<file path="src/rtl/mdu_hilo.sv">
// Iterative 32x32 multiply unit owning the HI/LO register pair.
// Multiplies take a fixed 33 cycles: 32 shift-add steps plus one write-back cycle.
module mdu_hilo (
  input  logic        clk,
  input  logic        rst,
  input  logic        mult,
  input  logic        multu,
  input  logic        mtlo,
  input  logic        mthi,
  input  logic        mflo,
  input  logic        mfhi,
  input  logic [31:0] a,
  input  logic [31:0] b,
  output logic [31:0] rdata,
  output logic [31:0] hi,
  output logic [31:0] lo,
  output logic        busy,
  output logic        stall,
  output logic        done,
  output logic [1:0]  dbg_state
);

  typedef enum logic [1:0] {
    S_IDLE = 2'd0,
    S_RUN  = 2'd1,
    S_DONE = 2'd2
  } state_t;

  state_t      state_q, state_d;
  logic [63:0] mcand_q, mcand_d;
  logic [31:0] mplier_q, mplier_d;
  logic [63:0] acc_q, acc_d;
  logic [5:0]  cnt_q, cnt_d;
  logic        neg_q, neg_d;
  logic [31:0] hi_q, hi_d;
  logic [31:0] lo_q, lo_d;

  logic        start;
  logic        is_signed;
  logic [31:0] abs_a, abs_b;
  logic        any_req;

  // Handshake: a request is accepted on the edge where it is high and stall is low;
  // while stall is high the requester must hold the request unchanged.
  assign any_req   = mult | multu | mtlo | mthi | mflo | mfhi;
  assign busy      = (state_q != S_IDLE);
  assign stall     = busy & any_req;
  assign done      = (state_q == S_DONE);
  assign dbg_state = state_q;
  assign hi        = hi_q;
  assign lo        = lo_q;
  assign rdata     = mflo ? lo_q : (mfhi ? hi_q : 32'd0);

  assign start     = mult | multu;
  assign is_signed = mult;
  // 0x80000000 negates to itself, which is the correct unsigned magnitude.
  assign abs_a     = a[31] ? (~a + 32'd1) : a;
  assign abs_b     = b[31] ? (~b + 32'd1) : b;

  always_comb begin
    state_d  = state_q;
    mcand_d  = mcand_q;
    mplier_d = mplier_q;
    acc_d    = acc_q;
    cnt_d    = cnt_q;
    neg_d    = neg_q;
    hi_d     = hi_q;
    lo_d     = lo_q;
    case (state_q)
      S_IDLE: begin
        if (start) begin
          state_d  = S_RUN;
          mcand_d  = {32'd0, (is_signed ? abs_a : a)};
          mplier_d = is_signed ? abs_b : b;
          neg_d    = is_signed & (a[31] ^ b[31]);
          acc_d    = 64'd0;
          cnt_d    = 6'd0;
        end else begin
          if (mtlo) lo_d = a;
          if (mthi) hi_d = a;
        end
      end
      S_RUN: begin
        if (mplier_q[0]) acc_d = acc_q + mcand_q;
        mcand_d  = mcand_q << 1;
        mplier_d = mplier_q >> 1;
        cnt_d    = cnt_q + 6'd1;
        if (cnt_q == 6'd31) state_d = S_DONE;
      end
      S_DONE: begin
        state_d      = S_IDLE;
        {hi_d, lo_d} = neg_q ? (~acc_q + 64'd1) : acc_q;
      end
      default: state_d = S_IDLE;
    endcase
  end

  always_ff @(posedge clk or posedge rst) begin
    if (rst) begin
      state_q  <= S_IDLE;
      mcand_q  <= 64'd0;
      mplier_q <= 32'd0;
      acc_q    <= 64'd0;
      cnt_q    <= 6'd0;
      neg_q    <= 1'b0;
      hi_q     <= 32'd0;
      lo_q     <= 32'd0;
    end else begin
      state_q  <= state_d;
      mcand_q  <= mcand_d;
      mplier_q <= mplier_d;
      acc_q    <= acc_d;
      cnt_q    <= cnt_d;
      neg_q    <= neg_d;
      hi_q     <= hi_d;
      lo_q     <= lo_d;
    end
  end

endmodule

</file>
<file path="config.mk">
export PLATFORM = sky130hd
export DESIGN_NAME = mdu_hilo
export DESIGN_NICKNAME = d
export VERILOG_FILES = /design/src/rtl/mdu_hilo.sv
export SDC_FILE = /design/constraint.sdc
export NUM_CORES = 1
export LEC_CHECK = 0
export ABC_AREA = 0
export CELL_PAD_IN_SITES_DETAIL_PLACEMENT = 0
export CELL_PAD_IN_SITES_GLOBAL_PLACEMENT = 1
export CORE_ASPECT_RATIO = 1.2
export CORE_MARGIN = 3
export CORE_UTILIZATION = 25
export CTS_CLUSTER_SIZE = 12
export DETAILED_ROUTE_END_ITERATION = 7
export DONT_BUFFER_PORTS = 1
export PLACE_DENSITY = 0.53
export SETUP_SLACK_MARGIN = 0.5
export SYNTH_ARGS = -nofsm -noshare
export SYNTH_HDL_FRONTEND = slang
export SYNTH_SLANG_ARGS = --single-unit
</file>
<file path="constraint.sdc">
create_clock -name clk -period 21.4 [get_ports clk]
set_input_delay 5.35 -clock clk [delete_from_list [all_inputs] [get_ports clk]]
set_output_delay 5.35 -clock clk [all_outputs]
set_load 0.05 [all_outputs]
</file>
==> results of run 1 <==
==> registers in the layout, indices dropped and copies added, names as in the netlist <==
register   flops
acc_q         64
cnt_q          6
dbg_state      2
hi            32
lo            32
mcand_q       64
mplier_q      32
neg_q          1
==> path summary, 6_finish.rpt <==
check,startpoint,end
setup / recovery,mflo,stall
hold / removal,mplier_q[8],mplier_q[8]
setup reg to reg,acc_q[16],acc_q[63]
hold reg to reg,mplier_q[8],mplier_q[8]
max in group asynchronous,rst,acc_q[55]
min in group asynchronous,rst,mcand_q[3]
==> critical path, stage by stage <==
cell and delay [ns]:
nor4_1 0.03, buf_4 0.15, a21oi_1 0.82
==> layout by cell type, fill, tap and decap left out, types with 5 or more instances in the layout <==
cell         n
o41ai_1     11
o21bai_1    16
a21oi_1    105
nand2_1    336
o31ai_1     22
nand3b_1     6
mux2i_1     65
o21ai_1     54
a22o_1      35
nand4_1     21
nor2_1      88
dfrtp_1    232
and3_1      11
nor4_1      14
xor2_1      72
nor2b_1     11
clkbuf_8     7
bufinv_16    6
clkinv_2     6
o21a_1       9
and2_1       8
nand2b_1    10
a211oi_1     8
buf_4       15
or2_2        5
ha_1        67
or4_1        6
nand3_1     13
a31oi_1     10
xnor2_1    110
o21ai_0    234
nor3b_1      5
a21o_1      17
or3_1       14
inv_1       31
o22ai_1     56
clkbuf_16   29
nor3_1      25
==> cell usage after synthesis, types with 14 or more instances <==
master	n	area, sq um
nor3_1	25	125
xnor2_1	110	963
a21o_1	17	128
a22o_1	35	307
nand2_1	337	1260
xor2_1	72	631
nor2_1	90	338
nor4_1	14	87.6
o21bai_1	16	120
nand4_1	21	131
o21ai_0	266	1330
a21oi_1	105	526
or3_1	14	87.6
inv_1	33	124
buf_1	19	71.3
mux2i_1	65	651
o31ai_1	22	165
o21ai_1	22	110
dfrtp_1	233	5830
o22ai_1	56	350
clkbuf_1	90	338
ha_1	67	838
==> metal layers <==
layer,part of all wire (%),wire length [um],track usage [%],vias up
met5,0,0,0,-
met4,1.8,1060,3.73,0
met3,4.9,2840,2.49,62
met2,46,26700,28.3,314
met1,47,26900,23.1,6695
li1,-,-,-,6671
==> per-stage QoR <==
step / area, sq um / util (%)
2_1_floorplan: 15800 / -
3_3_place_gp: 16600 / 26.6
3_5_place_dp: 16600 / 26.6
4_1_cts: 17600 / 28.3
5_1_grt: 17600 / 28.3
6_report: 17700 / 28.3
==> layout make-up <==
| type | instances | share of cell area [%] |
|---|---|---|
| sequential | 233 | 33.0 |
| clock buffer | 40 | 4.74 |
| inverter | 34 | 0.780 |
| multi-input combinational | 1523 | 53.8 |
| tap | 816 | 5.78 |
| clock inverter | 13 | 1.24 |
| antenna | 1 | 0.0142 |
| timing repair buffer | 15 | 0.638 |
==> power breakdown <==
part | internal, mW | total [mW] | switching (mW)
Clock | 0.344 | 0.553 | 0.209
Sequential | 0.637 | 1.07 | 0.434
Combinational | 0.561 | 1.47 | 0.913
==> cells by family (layout without fill, tap and decap cells) <==
kind of cell	Yosys count	after routing	synth area share, %
DFF	233	233	36.8
muxes	65	65	4.11
AOI/OAI and AO/OA	615	615	23.2
other	0	1	0
adders and majority gates	68	68	5.42
buffers and inverters	145	102	3.45
and+or+nand+nor	593	593	17.0
xor gates and xnor gates	182	182	10.1
==> summary.txt, run 1 <==
Outcome: completed
FF/Latch Area: 5830 sq um
Cells after Synth: 1901
Power density cells: 176 nW/um^2
Multi-input logic area: 9490 sq um
Vias in the first global route: 13769
Post-synth ARST share: 100%
Final Slew Violations: 0
Period Utilization, post-route: 54.7%
Port Buffer Count: 0
R2R depth: 12
Count of final setup violators: 0
Post-CTS Hold Buffers: 0
GR Overflow Total: 0
Worst hold path cell count: 2
Critical Path AT: 6.36 ns
Top_reg_cell synth: dfrtp_1
RSZ-0062 raised after global routing: false
CTS sink cnt: 233
Initial antenna violation count: 1
FMAX: 0.0854 GHz
Die area: 66500 sq um
Site row count: 100
Setup Skew: 0.0214 ns
CP max FO: 65
Clk_lat worst skew: 0.58 ns
Pre-CTS WS: 9.67 ns
Power Total: 3.10 mW
Die Span Y: 282 um
Ports: 173
Global Route Usage Sum: 16.9%
Syn_area_per_cell: 8.34 sq um
Worst hold slack: 0.480 ns
Startpoint types: primary input
# nets final: 1976
Kind of critical path: primary input to output port
CTS H-tree depth: 1
Initial Utilization: 25.4%
Number of fill cells: 6713
Root Driver: clkbuf_16
Hold Crit Class: flop to flop
Fin Setup TNS: 0 ns
Die span in x: 236 um
EDFF count, synth: 0
Post-layout min period: 11.71 ns
DRC: 0
Router iterations before antenna repair: 5
Max VDD drop: 0.0657 mV
Maximum clock insertion buffer count: 3
Static Leak: 6.83 nW
Slew margin rel.: 22.6%
Mapped Nets: 2041
Post-CTS setup buffer count: 0
Layout area overhead: 11.4%
Req. time, crit path: 16.05 ns
Gpl congestion: 0.818
Clock slew seen by the registers of the worst setup and hold paths: 0.05 ns
Largest net degree at the start of global routing: 140
Cell Area, Synth: 15800 sq um
Final setup margin: 9.69 ns
Max_cap viols: 0
Detailed placer's ending HPWL: 42500 um
Fin cells: 2675
Core area: 62400 sq um
Detail Route Antenna Nets: 0
Hold Fails Final Rpt: 0
Post-synthesis sequential area ratio: 36.8%
PostCTS Resize Cnt: 0
Synth Register Bits: 233
DR vias/cell: 5.14
Via count: 13742
Netlist cell types: 66
CTS tree: built
Clock buffer count from CTS: 29
Post-DR wirelength/cell: 21.5 um
Reg-to-reg slack, setup: 16.87 ns
Initial drt markers: 821
Worst-margin pin slew: 1.15 ns
Fraction of layout cells with a size suffix above 1: 4.90%
Yosys warns: 0
Placed cell count: 2621
Critical path endpoint category: output port
First-pass GRT wire length: 88400 um
Total routed wirelength: 57500 um
No activity file was read; power rests on OpenSTA's default activity.
==> inputs of run 2 (changes only) <==
==> constraint.sdc (replaced) <==
create_clock -name clk -period 10.8 [get_ports clk]
set_input_delay 2.7 -clock clk [delete_from_list [all_inputs] [get_ports clk]]
set_output_delay 2.7 -clock clk [all_outputs]
set_load 0.05 [all_outputs]
==> run 2 against run 1 <==
  * First-iteration DRC count decreased by 19%
  * Clock-buffer cell count decreased by 5
  * Combinational power increased by 99%
  * Sequential share of layout area shrank 0.16 points
  * Utilization is 0.14 points higher
  * Non-clock buffer count is 3 higher
  * Global-route usage is essentially flat
  * Worst setup slack worse by 5.3 ns
==> summary.txt, run 2 (same netlist as run 1, synthesis figures left out) <==
Fin Setup TNS: 0 ns
Die span in x: 236 um
Static Leak: 6.86 nW
First-pass GRT wire length: 89000 um
CTS tree: built
Vias in the first global route: 13820
Period Utilization, post-route: 59.5%
Die area: 66500 sq um
Max VDD drop: 0.132 mV
Post-layout min period: 6.43 ns
Post-CTS Hold Buffers: 0
Seq pwr share: 34.2%
Kind of critical path: primary input to output port
Worst-margin pin slew: 1.07 ns
Regs by FF count: acc_q: 64 flops, mcand_q: 64 flops
Post-DR wirelength/cell: 21.4 um
Core area: 62400 sq um
CTS sink cnt: 233
Initial antenna violation count: 1
Power density cells: 350 nW/um^2
Die Span Y: 282 um
Clk_lat worst skew: 0.58 ns
# nets final: 1979
Router iterations before antenna repair: 5
R2R depth: 12
Hold Startpoint: mplier_q[1]
CP Buf/Inv Count: 1
Cell family with most CP delay: compound AO/OA/AOI/OAI gates
Slowest CP cell: a21oi_1
DRC: 0
Hold Crit Class: flop to flop
Commonest non-fill, non-tap cell in the layout: nand2_1
Req. time, crit path: 8.10 ns
FF-to-FF End: acc_q[63]
Hold Path End: mplier_q[1]
Fraction of layout cells with a size suffix above 1: 5.16%
Clock power share: 18.6%
CP max FO: 66
Clock slew seen by the registers of the worst setup and hold paths: 0.06 ns
Critical Path AT: 3.73 ns
PostCTS Resize Cnt: 0
Reg-to-reg startpoint: acc_q[16]
Most frequent cells in the layout: nand2_1, o21ai_0, dfrtp_1
Layout area overhead: 11.9%
Switching Fraction: 49.9%
Outcome: completed
P_sw: 3.09 mW
GR Overflow Total: 0
Max_cap viols: 0
Pre-CTS WS: 4.37 ns
Int Pwr: 3.11 mW
Detail Route Antenna Nets: 0
Final Slew Violations: 0
Port Buffer Count: 0
Hold Fails Final Rpt: 0
Clock buffer count from CTS: 29
FMAX: 0.155 GHz
Global Route Usage Sum: 16.9%
DR vias/cell: 5.16
Initial Utilization: 25.4%
Post-CTS setup buffer count: 0
Detailed placer's ending HPWL: 42800 um
Maximum clock insertion buffer count: 3
Initial drt markers: 666
Count of final setup violators: 0
Combinational cell fraction of total power: 47.2%
Reg-to-reg slack, setup: 6.24 ns
Final instance area: 17700 sq um
Worst-path cell chain: nor4_1, buf_4, a21oi_1
Final setup margin: 4.37 ns
Critical path endpoint category: output port
CTS H-tree depth: 1
Placed Area: 16600 sq um
Startpoint types: primary input
Site row count: 100
CP max stage delay: 0.83 ns
Worst hold path cell count: 2
Largest net degree at the start of global routing: 82
Root Driver: clkbuf_16
Final Core Density: 28.4%
Setup Skew: 0.0143 ns
Ports: 173
Total routed wirelength: 57400 um
Gpl congestion: 0.836
Slew margin rel.: 26.9%
RSZ-0062 raised after global routing: false
Via count: 13815
==> run 2: changes by cell type in the layout (fill, tap and decap cells not counted) <==
cell,change
clkinvlp_4,+3
buf_4,+3
clkbuf_1,-2
inv_6,+1
bufinv_16,+3
clkbuf_8,-3
clkinv_2,-2
==> run 2: metal layers <==
layer | part of all wire (%) | GRT usage (%) | up-vias
met4 | 1.6 | 3.56 | 0
met3 | 4.9 | 2.55 | 45
met5 | 0 | 0 | -
met2 | 47 | 28.5 | 322
li1 | - | - | 6678
met1 | 47 | 23.1 | 6770
==> run 2: how the worst max path moves through the flow <==
stage / from / slack, ns / to / depth (start not counted)
finish: mflo / 4.37 / stall / 3
global placement: mflo / 4.36 / stall / 3
floorplan: rst / 1.71 / acc_q[0] / 1
global route: mflo / 4.36 / stall / 3
CTS: mflo / 4.36 / stall / 3
detailed placement: mflo / 4.37 / stall / 3
==> run 2: area by class of cell <==
cell class              instances  area [sq um]
fillers                      6660         44700
flip-flops and latches        233          5830
clock buffers                  35           788
multi-input cells            1523          9490
repair buffers                 18           135
diodes                          1          2.50
clock inverters                18           330
well taps                     816          1020
inverters                      34           138
==> run 2: worst reg2reg max path, cell delays in order (launching register included) <==
cell and delay (ns):
dfrtp_1 0.47, ha_1 0.49, and4_1 0.26, and3_1 0.20, nand3_1 0.09, a211oi_1 0.45, o2111ai_1 0.21, a31oi_1 0.41
o21bai_1 0.22, a2111oi_0 1.00, nor2_1 0.14, xor2_1 0.19, a221o_1 0.30
==> run 2: power groups by stage <==
stage                     clock network (mW)  logic (mW)  registers [mW]
after CTS                               1.19        2.94            2.13
after detailed placement                   0        2.93            2.15
final                                   1.15        2.93            2.12
after global routing                    1.22        3.29            2.19
after floorplan                            0        2.26            1.93
after global placement                     0        2.91            2.15
==> run 2: through the flow <==
step / hold slack [ns] / power [mW] / cells
5_1_grt: 0.505 / 6.71 / 2677
2_1_floorplan: 0.450 / 4.19 / 1901
6_report: 0.477 / 6.20 / 2678
3_3_place_gp: 0.462 / 5.05 / 2624
4_1_cts: 0.484 / 6.27 / 2677
3_5_place_dp: 0.471 / 5.08 / 2624
==> inputs of run 3 (changes only) <==
==> constraint.sdc (replaced) <==
create_clock -name clk -period 6.25 [get_ports clk]
set_input_delay 1.5625 -clock clk [delete_from_list [all_inputs] [get_ports clk]]
set_output_delay 1.5625 -clock clk [all_outputs]
set_load 0.05 [all_outputs]
==> run 3 against run 2 <==
  * Cell area barely moved
  * Sequential share of layout area is essentially flat
  * Total power is 73% higher
  * Sequential cell count did not move
  * Hold slack improved by 0.0043 ns
  * Die area unchanged
  * Global-route usage up 0.14 points
  * Non-clock buffer count increased by 1
  * Utilization barely moved
  * First-iteration DRC count increased by 19%
  * Combinational power increased by 74%
  * Largest power group unchanged
  * Highest routed layer unchanged
  * Clock power rose by 69%
==> summary.txt, run 3 (same netlist as run 1, synthesis figures left out) <==
Root Driver: clkbuf_16
Most frequent cells in the layout: nand2_1, o21ai_0, dfrtp_1
Count of final setup violators: 0
Period Utilization, post-route: 69.3%
Slew margin rel.: 24.1%
Router iterations before antenna repair: 5
Power density cells: 604 nW/um^2
Clk_lat worst skew: 0.58 ns
Layout area overhead: 11.9%
Initial antenna violation count: 0
Startpoint types: flop
Setup Skew: 0.0130 ns
GR Overflow Total: 0
DR vias/cell: 5.15
CP max FO: 10
CTS tree: built
Reg-to-reg startpoint: acc_q[0]
Port Buffer Count: 0
Max_cap viols: 0
Final instance area: 17700 sq um
Largest net degree at the start of global routing: 142
Hold Fails Final Rpt: 0
Vias in the first global route: 13852
Die span in x: 236 um
Site row count: 100
Hold Startpoint: mplier_q[3]
Critical path endpoint category: output port
Regs by FF count: acc_q: 64 flops, mcand_q: 64 flops
Post-DR wirelength/cell: 21.6 um
Maximum clock insertion buffer count: 3
Via count: 13792
Req. time, crit path: 4.69 ns
Die area: 66500 sq um
RSZ-0062 raised after global routing: false
Initial Utilization: 25.4%
Critical Path AT: 2.77 ns
Number of fill cells: 6641
Max VDD drop: 0.230 mV
Start point of the critical path: dbg_state[0]
Static Leak: 6.86 nW
Multi-input logic area: 9490 sq um
Final Slew Violations: 0
Placed Area: 16600 sq um
Final Core Density: 28.4%
Fin Setup TNS: 0 ns
FMAX: 0.231 GHz
Global Route Usage Sum: 17.1%
Fraction of layout cells with a size suffix above 1: 5.16%
CTS H-tree depth: 1
Die Span Y: 282 um
Initial drt markers: 794
Antenna diodes: 0
Gpl congestion: 0.842
Detail Route Antenna Nets: 0
First-pass GRT wire length: 89000 um
Clock slew seen by the registers of the worst setup and hold paths: 0.06 ns
CTS sink cnt: 233
Hold Crit Class: flop to flop
Detailed placer's ending HPWL: 43400 um
Clock buffer count from CTS: 29
FF/Latch Area: 5830 sq um
Ports: 173
Worst-margin pin slew: 1.14 ns
Commonest non-fill, non-tap cell in the layout: nand2_1
Post-CTS Hold Buffers: 0
Total routed wirelength: 57900 um
PostCTS Resize Cnt: 0
Core area: 62400 sq um
Post-CTS setup buffer count: 0
DRC: 0
Outcome: completed
Kind of critical path: flop to output port
# nets final: 1980
Post-layout min period: 4.33 ns
[run 3: metal layers]
| layer | vias to the layer above | global-route usage (%) | share of wire (%) | wire, um |
|---|---|---|---|---|
| met5 | - | 0 | 0 | 0 |
| met4 | 0 | 4.43 | 2.4 | 1400 |
| met3 | 58 | 3.03 | 5.6 | 3260 |
| met2 | 348 | 28.0 | 46 | 26500 |
| met1 | 6720 | 23.2 | 46 | 26700 |
| li1 | 6666 | - | - | - |
[run 3: where the power goes]
group / switching (mW) / leakage [nW] / internal, mW / total (mW)
registers: 1.47 / 2.74 / 2.18 / 3.65
clock network: 0.728 / 0.528 / 1.21 / 1.94
logic: 3.18 / 3.59 / 1.93 / 5.11
total: 5.38 / 6.86 / 5.32 / 10.7
[run 3: area by class of cell]
class / count / area share [%]
multi-input combinational: 1523 / 53.5
sequential: 233 / 32.9
tap: 816 / 5.76
clock buffer: 37 / 4.66
clock inverter: 14 / 1.43
timing repair buffer: 19 / 0.946
inverter: 34 / 0.755
[run 3: per-stage QoR]
step | setup slack, ns | total power, mW | instances | hold slack [ns]
after floorplan | 1.50 | 7.24 | 1901 | 0.450
after global placement | 1.76 | 8.81 | 2625 | 0.462
after detailed placement | 1.75 | 8.82 | 2625 | 0.472
after CTS | 1.79 | 10.8 | 2676 | 0.485
after global routing | 1.65 | 11.6 | 2676 | 0.501
final | 1.92 | 10.7 | 2676 | 0.482
[run 3: worst paths after layout]
path / to / slack [ns] / depth (start not counted)
worst max-delay path: stall / 1.92 / 2
worst min-delay path: mplier_q[3] / 0.48 / 2
worst max register to register: acc_q[40] / 2.02 / 14
worst min register to register: mplier_q[3] / 0.48 / 2
max in group asynchronous: acc_q[44] / 4.02 / 2
min in group asynchronous: mcand_q[1] / 0.95 / 1
[run 3: worst max-delay path, stage by stage, from the launching register on]
cell	delay [ns]
dfrtp_1	1.02
nor2_1	0.24
a21oi_1	0.92
